`config.mk`:
```
export PLATFORM = sky130hd
export DESIGN_NAME = cdtv_subcode_rx
export DESIGN_NICKNAME = d
export VERILOG_FILES = /design/src/rtl/cdtv_subcode_rx.sv
export SDC_FILE = /design/constraint.sdc
export NUM_CORES = 1
export LEC_CHECK = 0
export ABC_AREA = 1
export BUFFER_PORTS_ARGS = -buffer_cell sky130_fd_sc_hd__clkbuf_2
export CAP_MARGIN = 30
export CORE_MARGIN = 10
export CORE_UTILIZATION = 45
export DETAILED_ROUTE_END_ITERATION = 6
export GPL_TIMING_DRIVEN = 0
export PLACE_DENSITY = 0.57
export SKIP_CTS_REPAIR_TIMING = 1
export SYNTH_ARGS = -nofsm -noshare
export SYNTH_HDL_FRONTEND = slang
export SYNTH_SLANG_ARGS = --single-unit
```
`constraint.sdc`:
```
create_clock -name CCK -period 3.1 [get_ports CCK]
set_input_delay 0.155 -clock CCK [delete_from_list [all_inputs] [get_ports CCK]]
set_output_delay 0.155 -clock CCK [all_outputs]
set_load 0.02 [all_outputs]
```
`src/rtl/cdtv_subcode_rx.sv`:
```
// CD-ROM subcode receiver: synchronises EFFK/SCOR/SBCP, drives a bounded SCCK burst per EFFK,
// deserialises SBCP MSB-first into symbols and queues them with frame tags in a small FIFO.
module cdtv_subcode_rx #(
    parameter int BITS_PER_SYM = 8,
    parameter int FIFO_DEPTH   = 16,
    parameter int SCCK_DIV     = 1,
    parameter int FRAME_SYMS   = 98
) (
    input  logic                        CCK,
    input  logic                        RST,
    input  logic                        EFFK,
    input  logic                        SCOR,
    input  logic                        SBCP,
    output logic                        SCCK,
    output logic [BITS_PER_SYM-1:0]     DOUT,
    output logic                        DSOF,
    output logic [6:0]                  DIDX,
    output logic                        DVALID,
    input  logic                        DREADY,
    output logic [$clog2(FIFO_DEPTH):0] FILL,
    output logic                        BUSY,
    output logic                        OVF,
    output logic                        BERR,
    input  logic                        CLR_ERR
);

    localparam int AW = $clog2(FIFO_DEPTH);
    localparam int DW = $clog2(SCCK_DIV + 1);
    localparam int BW = $clog2(BITS_PER_SYM + 1);
    localparam int WW = BITS_PER_SYM + 8;
    localparam logic [DW-1:0] DIV_LAST  = DW'(SCCK_DIV - 1);
    localparam logic [BW-1:0] BITS_ALL  = BW'(BITS_PER_SYM);
    localparam logic [6:0]    IDX_LAST  = 7'(FRAME_SYMS - 1);
    localparam logic [AW:0]   FIFO_FULL = (AW + 1)'(FIFO_DEPTH);

    typedef enum logic [1:0] {S_IDLE, S_HI, S_LO, S_PUSH} state_t;

    logic effk_s1_q, effk_s2_q, effk_s3_q, effk_rise_q, effk_rise_d;
    logic scor_s1_q, scor_s2_q, scor_s3_q, scor_rise_q, scor_rise_d;
    logic sbcp_s1_q, sbcp_s2_q;

    state_t                  state_q, state_d;
    logic [DW-1:0]           div_q, div_d;
    logic [BW-1:0]           bits_q, bits_d;
    logic [BITS_PER_SYM-1:0] sh_q, sh_d;
    logic                    scck_q, scck_d;
    logic                    pend_q, pend_d;
    logic                    arm_q, arm_d;
    logic [6:0]              idx_q, idx_d, idx_inc;
    logic                    push, busy, berr_set;

    logic [WW-1:0]           mem_q [FIFO_DEPTH];
    logic [WW-1:0]           head_w;
    logic [AW-1:0]           wr_q, wr_d, rd_q, rd_d;
    logic [AW:0]             fill_q, fill_d;
    logic                    full, pop, wr_en, ovf_set;
    logic                    ovf_q, ovf_d, berr_q, berr_d;

    always_comb begin
        state_d     = state_q;
        div_d       = div_q;
        bits_d      = bits_q;
        sh_d        = sh_q;
        scck_d      = scck_q;
        pend_d      = pend_q;
        arm_d       = arm_q;
        idx_d       = idx_q;
        push        = 1'b0;
        effk_rise_d = effk_s2_q & ~effk_s3_q;
        scor_rise_d = scor_s2_q & ~scor_s3_q;
        busy        = (state_q != S_IDLE);
        berr_set    = effk_rise_q & busy;
        idx_inc     = (idx_q == IDX_LAST) ? 7'd0 : idx_q + 7'd1;

        unique case (state_q)
            S_IDLE: begin
                if (effk_rise_q) begin
                    state_d = S_HI;
                    div_d   = '0;
                    bits_d  = '0;
                    scck_d  = 1'b1;
                end
            end
            S_HI: begin
                if (div_q == DIV_LAST) begin
                    sh_d    = {sh_q[BITS_PER_SYM-2:0], sbcp_s2_q};
                    bits_d  = bits_q + BW'(1);
                    div_d   = '0;
                    scck_d  = 1'b0;
                    state_d = S_LO;
                end else begin
                    div_d = div_q + DW'(1);
                end
            end
            S_LO: begin
                if (div_q == DIV_LAST) begin
                    div_d = '0;
                    if (bits_q < BITS_ALL) begin
                        state_d = S_HI;
                        scck_d  = 1'b1;
                    end else begin
                        state_d = S_PUSH;
                    end
                end else begin
                    div_d = div_q + DW'(1);
                end
            end
            S_PUSH: begin
                push    = 1'b1;
                state_d = S_IDLE;
            end
            default: state_d = S_IDLE;
        endcase

        // A SCOR seen mid-burst is parked in arm_q so the symbol in flight keeps its old tag.
        if (state_q == S_PUSH) begin
            pend_d = arm_q | scor_rise_q;
            idx_d  = (arm_q | scor_rise_q) ? 7'd0 : idx_inc;
            arm_d  = 1'b0;
        end else if (scor_rise_q) begin
            if (state_q == S_IDLE) begin
                pend_d = 1'b1;
                idx_d  = 7'd0;
            end else begin
                arm_d = 1'b1;
            end
        end
    end

    always_comb begin
        full    = (fill_q == FIFO_FULL);
        pop     = (fill_q != '0) & DREADY;
        wr_en   = push & (~full | pop);
        ovf_set = push & full & ~pop;
        wr_d    = wr_en ? wr_q + AW'(1) : wr_q;
        rd_d    = pop ? rd_q + AW'(1) : rd_q;
        case ({wr_en, pop})
            2'b10:   fill_d = fill_q + (AW + 1)'(1);
            2'b01:   fill_d = fill_q - (AW + 1)'(1);
            default: fill_d = fill_q;
        endcase
        ovf_d  = (ovf_q & ~CLR_ERR) | ovf_set;
        berr_d = (berr_q & ~CLR_ERR) | berr_set;
    end

    always_ff @(posedge CCK) begin
        if (RST) begin
            effk_s1_q   <= 1'b0;
            effk_s2_q   <= 1'b0;
            effk_s3_q   <= 1'b0;
            effk_rise_q <= 1'b0;
            scor_s1_q   <= 1'b0;
            scor_s2_q   <= 1'b0;
            scor_s3_q   <= 1'b0;
            scor_rise_q <= 1'b0;
            sbcp_s1_q   <= 1'b0;
            sbcp_s2_q   <= 1'b0;
            state_q     <= S_IDLE;
            div_q       <= '0;
            bits_q      <= '0;
            scck_q      <= 1'b0;
            pend_q      <= 1'b0;
            arm_q       <= 1'b0;
            idx_q       <= 7'd0;
            wr_q        <= '0;
            rd_q        <= '0;
            fill_q      <= '0;
            ovf_q       <= 1'b0;
            berr_q      <= 1'b0;
        end else begin
            effk_s1_q   <= EFFK;
            effk_s2_q   <= effk_s1_q;
            effk_s3_q   <= effk_s2_q;
            effk_rise_q <= effk_rise_d;
            scor_s1_q   <= SCOR;
            scor_s2_q   <= scor_s1_q;
            scor_s3_q   <= scor_s2_q;
            scor_rise_q <= scor_rise_d;
            sbcp_s1_q   <= SBCP;
            sbcp_s2_q   <= sbcp_s1_q;
            state_q     <= state_d;
            div_q       <= div_d;
            bits_q      <= bits_d;
            scck_q      <= scck_d;
            pend_q      <= pend_d;
            arm_q       <= arm_d;
            idx_q       <= idx_d;
            wr_q        <= wr_d;
            rd_q        <= rd_d;
            fill_q      <= fill_d;
            ovf_q       <= ovf_d;
            berr_q      <= berr_d;
        end
    end

    // Symbol storage is pure data; validity is tracked by the pointers and fill count.
    always_ff @(posedge CCK) begin
        sh_q <= sh_d;
        if (wr_en) mem_q[wr_q] <= {sh_q, pend_q, idx_q};
    end

    assign head_w = mem_q[rd_q];
    assign DVALID = (fill_q != '0);
    assign DOUT   = DVALID ? head_w[WW-1 -: BITS_PER_SYM] : '0;
    assign DSOF   = DVALID & head_w[7];
    assign DIDX   = DVALID ? head_w[6:0] : 7'd0;
    assign FILL   = fill_q;
    assign SCCK   = scck_q;
    assign BUSY   = busy;
    assign OVF    = ovf_q;
    assign BERR   = berr_q;

endmodule
```
# After elaboration in Yosys (flattened, before gate mapping)
# Memory sizes are Yosys's and may differ from the RTL's. A register that Yosys moved wholly into a read port is not among the register bits.
# Cells that the tools add are included.
totals:
  ram_bits: 256
  wordCells: 114
  n_memories: 1
  regBits: 50
  out_inout_bits: 26
op_classes:
  n_mux: 32
  n_lt_le_gt_ge: 1
  eq_ne: 11
  n_reduce_logical: 18
  n_addsub: 7
  n_bitwise: 21
memory_table:
  columns: ["memory", "depth", "width", "read_ports", "rd_clocked_by_memory_dff", "wr", "line_no", "rtl"]
  rows:
  - ["mem_q", 16, 16, 1, 1, 1, "52", "logic [WW-1:0] mem_q [FIFO_DEPTH];"]
op_table:
  columns: ["cell", "n"]
  rows:
  - ["$mux W7", 6]
  - ["$mux W4", 4]
  - ["$add A4 B1 Y4 const B", 3]
  - ["$mux W1", 12]
  - ["$reduce_bool A2 Y1", 6]
  - ["$and A1 B1 Y1", 10]
  - ["$pmux W5 S2", 1]
  - ["$mux W2", 4]
  - ["$mux W8", 1]
  - ["$ne A2 B2 Y1 const B", 4]
  - ["$pmux W2 S4", 1]
  - ["$pmux W4 S2", 1]
  - ["$reduce_and A2 Y1", 4]
  - ["$add A7 B1 Y7 const B", 1]
  - ["$eq A7 B7 Y1 const B", 1]
  - ["$not A1 Y1", 7]
  - ["$eq A2 B2 Y1 const B", 3]
  - ["$reduce_and A3 Y1", 2]
  - ["$add A5 B1 Y5 const B", 1]
  - ["$eq A5 B5 Y1 const B", 1]
  - ["$reduce_and A5 Y1", 1]
  - ["$reduce_bool A5 Y1", 1]
  - ["$sub A5 B1 Y5 const B", 1]
  - ["$eq A2 B1 Y1 const B", 2]
  - ["8 further kinds", 12]

# Logic depth before layout (Yosys ltp)
depth:
  ltp_word: 6
  mapped_depth: 15
  depth_no_buf: 15

# Worst setup path after synthesis
# OpenSTA, ideal clock, no wires.
synth_timing:
  path_kind: "reg-to-reg"
  from: "reg state_q[0]"
  to: "mem mem_q[11][0] (netlist bit) (enable)"
  n_path_buf: 0
  synth_period_minus_slack_ps: 2247
  arrival_time_ps: 1858
  path_slack_ps: 853
  path_stages_with_launch: 6
  required_ps: 2712
  path_cell_list: "dfxtp_1 > ha_1 > inv_2 > a31oi_2 > nand2_1 > nor2_1"
synth_between:
  elab_chain_len: 5
synth_rtl:
  columns: ["item", "line_no", "rtl"]
  rows:
  - ["from (decl)", "42", "state_t state_q, state_d;"]
  - ["from (signal assigned)", "181", "state_q <= state_d;"]
  - ["$eq A2 B2 Y1", "75", "unique case (state_q)"]
  - ["$mux W1", "75", null]
  - ["$and A1 B1 Y1", "133", "wr_en = push & (~full | pop);"]
  - ["$mux W1", "199", "if (wr_en) mem_q[wr_q] <= {sh_q, pend_q, idx_q};"]
  - ["$mux W1 (not written as such)", "199", null]
  - ["to (decl)", "52", null]
# Every way passes these cells.

==> flow_summary.toml <==
[outcome]
outcome = "finished, final reports clean"

[critical_path]
slowest_stage = "buf_1"
critPathKind = "flop to output pin"
worst_setup_path_start_kind = "flop"
critical_path.top_delay_family = "buffers and inverters"
critPathMaxFanout = 10
crit_path_buf_inv_count = 3
cp.required_ns = 2.94
critical_path_cell_list = "buf_4 -> buf_1 -> o21ai_0 -> o22ai_1 -> o21ai_1 -> a21oi_1 -> clkbuf_2"
timing.critical_path.to_type = "output pin"
worst_ep_arrival_time_ns = 2.84
crit_path_max_incr_delay_ns = 0.55

[synthesis]
netlist-cell-type-count = 37
synth.most_common_cell = "edfxtp_1"
ys_top_cells_by_area = "edfxtp_1 (65%), dfxtp_1 (7.4%), o21ai_0 (6.0%), nor2_1 (5.5%), o221ai_1 (3.6%)"
synth.cells.most_frequent = "edfxtp_1 (264), nor2_1 (179), o21ai_0 (147)"
syn_avg_cell_area_um2 = 12.5
synth_largest_area_cell = "edfxtp_1"
ys_ff_latch = 309
syn-instance-count = 982
netlist_area_mm2 = 0.0122
synth_edf_count = 264
synth_warnings = 0
synth.net_count = 1002
synth-seq-area-share_pct = 72.1
synth_largest_type_area_fraction_pct = 64.8
yosys_most_used_dff = "edfxtp_1"
ys_async_sr_fraction_pct = 0

[job]
cap_viol_max_count = 0

[floorplanning]
ios = 33
die-area_mm2 = 0.0342
initial_core_util_pct = 45.5
die_w_um = 185
die_height_um = 185
placement_rows = 60
core-area_mm2 = 0.0269

[timing]
maxSlewViolCount = 0
worst_slew_pin_slew_ns = 0.930
grt_setup_unrepaired = "false"
layout_setup_ws_ns = 0.108
slew_headroom_pct = 37.9
setup_viol = 0
final.hold.worst_slack_ns = 0.137
achievable-frequency_mhz = 334
final-hold-violation-count = 0
period_minus_slack_ns = 2.99
fin_crit_sh_pct = 96.5
worst_clock_skew_ns = 0.0208

[hold_path]
hp-class = "primary input to flop"

[global_route]
globalRoute.totalOverflow = 0
antenna_violations_before_repair = 0
first_global_vias = 7899
grt_first_pass_wirelength_um = 49100
grt_use_total_pct = 19.4
grt_max_degree = 22

[drt]
drc = 0
totalWireLength_um = 32900
met3WireLength_um = 2560
wl_met2_um = 15600
top_signal_layer_used = "met4"
wirelength_per_cell_um = 22.9
num_vias = 8163
average_vias_per_placed_instance = 5.68
drt_pre_antenna_iters = 5
post_drt_antenna_nets = 0
first_iter_violations = 865
post_route_met1_wirelength_um = 14100

[cts]
clock_latency_ns = 0.51
tritoncts_num_sinks = 309
cts-buffers-inserted = 34
clkSlewWorstSetupHoldPaths_ns = 0.06
tritoncts = "yes"
cts-htree-levels = 2
cts_root_buffer = "clkbuf_16"
cts_max_path_buffers = 3

[power]
leakagePower_nw = 4.80
power.internal_mw = 8.17
p_sw_share_pct = 34.6
clock_power_share_pct = 32.6
ir_drop_mv = 0.577
power.sequential.fraction_pct = 39.7
cellPowerDensity_mw_per_mm2 = 874
total_power_mw = 12.5
combPwrFrac_pct = 27.7
net-switching-power_mw = 4.33

[place]
pre_cts_ws_ns = 0.491
detailedPlacementHpwl_um = 21300
io_buffer_count = 32
finalWeightedCongestion = 0.886

[cells_and_area]
share_of_cells_above_drive_strength_1_pct = 13.2
filler_cell_count = 2341
nets = 1090
antenna_cells = 0
area.growth.synth_to_final_pct = 16.9
-- state kept, by name, summed over array words and instances (netlist names), 2 cells and up, named ones only --
signal	count
bits_q	4
wr_q	4
sh_q	8
idx_q	7
mem_q	256
state_q	2
FILL	5
rd_q	4
-- area by class of cell --
type | instances | area (µm²) | share of cell area [%]
tap | 341 | 427 | 2.98
multi-input combinational | 563 | 2990 | 20.9
timing repair buffer | 52 | 465 | 3.25
clock inverter | 18 | 183 | 1.28
clock buffer | 44 | 952 | 6.65
inverter | 55 | 206 | 1.44
sequential | 309 | 8830 | 61.7
buffer | 55 | 253 | 1.77
-- layer usage --
layer / global-route usage [%] / vias up
met3: 3.51 / 54
met1: 26.5 / 4009
met2: 30.9 / 319
met5: 0 / -
li1: - / 3781
met4: 6.01 / 0
-- power by group through the flow --
stage / clock network, mW / registers (mW) / logic (mW)
6_report: 4.07 / 4.96 / 3.47
5_1_grt: 4.32 / 4.99 / 3.79
4_1_cts: 4.12 / 4.96 / 3.48
3_5_place_dp: 0 / 5.05 / 3.47
3_3_place_gp: 0 / 5.05 / 3.44
2_1_floorplan: 0 / 4.97 / 2.13
-- kinds of logic after synthesis --
family	Yosys count	synth area share [%]
flops	309	72.1
simple gates	287	10.1
compound gates	261	12.6
buf+inv	110	3.74
fa+ha+maj	13	1.33
xor+xnor	2	0.143
-- cell usage in the layout, fill, tap and decap left out, drive strengths merged, types with 39 or more instances in the layout --
cell type | netlist | layout
o21ai | 152 | 152
edfxtp | 264 | 264
nor2 | 182 | 182
dfxtp | 45 | 45
o221ai | 50 | 50
clkbuf | 34 | 109
nand2 | 44 | 44
a21oi | 39 | 39
inv | 55 | 56
-- worst paths after layout --
kind / start / endpoint / slack, ns / cells after the start
worst max-delay path: flop / DOUT[0] / 0.11 / 7
worst min-delay path: DREADY / OVF / 0.14 / 4
worst max register to register: state_q[1] / mem_q[11][12] / 0.55 / 6
worst min register to register: effk_s3_q / effk_rise_q / 0.39 / 1
-- stage by stage --
stage / cells / setup TNS [ns] / utilization (%) / cell area, µm²
3_3_place_gp: 1355 / -16.84 / 47.7 / 12800
5_1_grt: 1437 / 0 / 53.2 / 14300
6_report: 1437 / 0 / 53.2 / 14300
4_1_cts: 1433 / -0.0748 / 53.1 / 14300
2_1_floorplan: 982 / 0 / - / 12200
3_5_place_dp: 1371 / 0 / 48.9 / 13100
-- worst reg2reg max path, stage by stage, from the launching register on --
cell     delay (ns)
dfxtp_1        0.38
ha_1           0.31
inv_2          0.16
a31oi_2        0.34
nand2_1        0.29
nor2_2         0.53
buf_8          0.24
No activity file was read; power rests on OpenSTA's default activity.
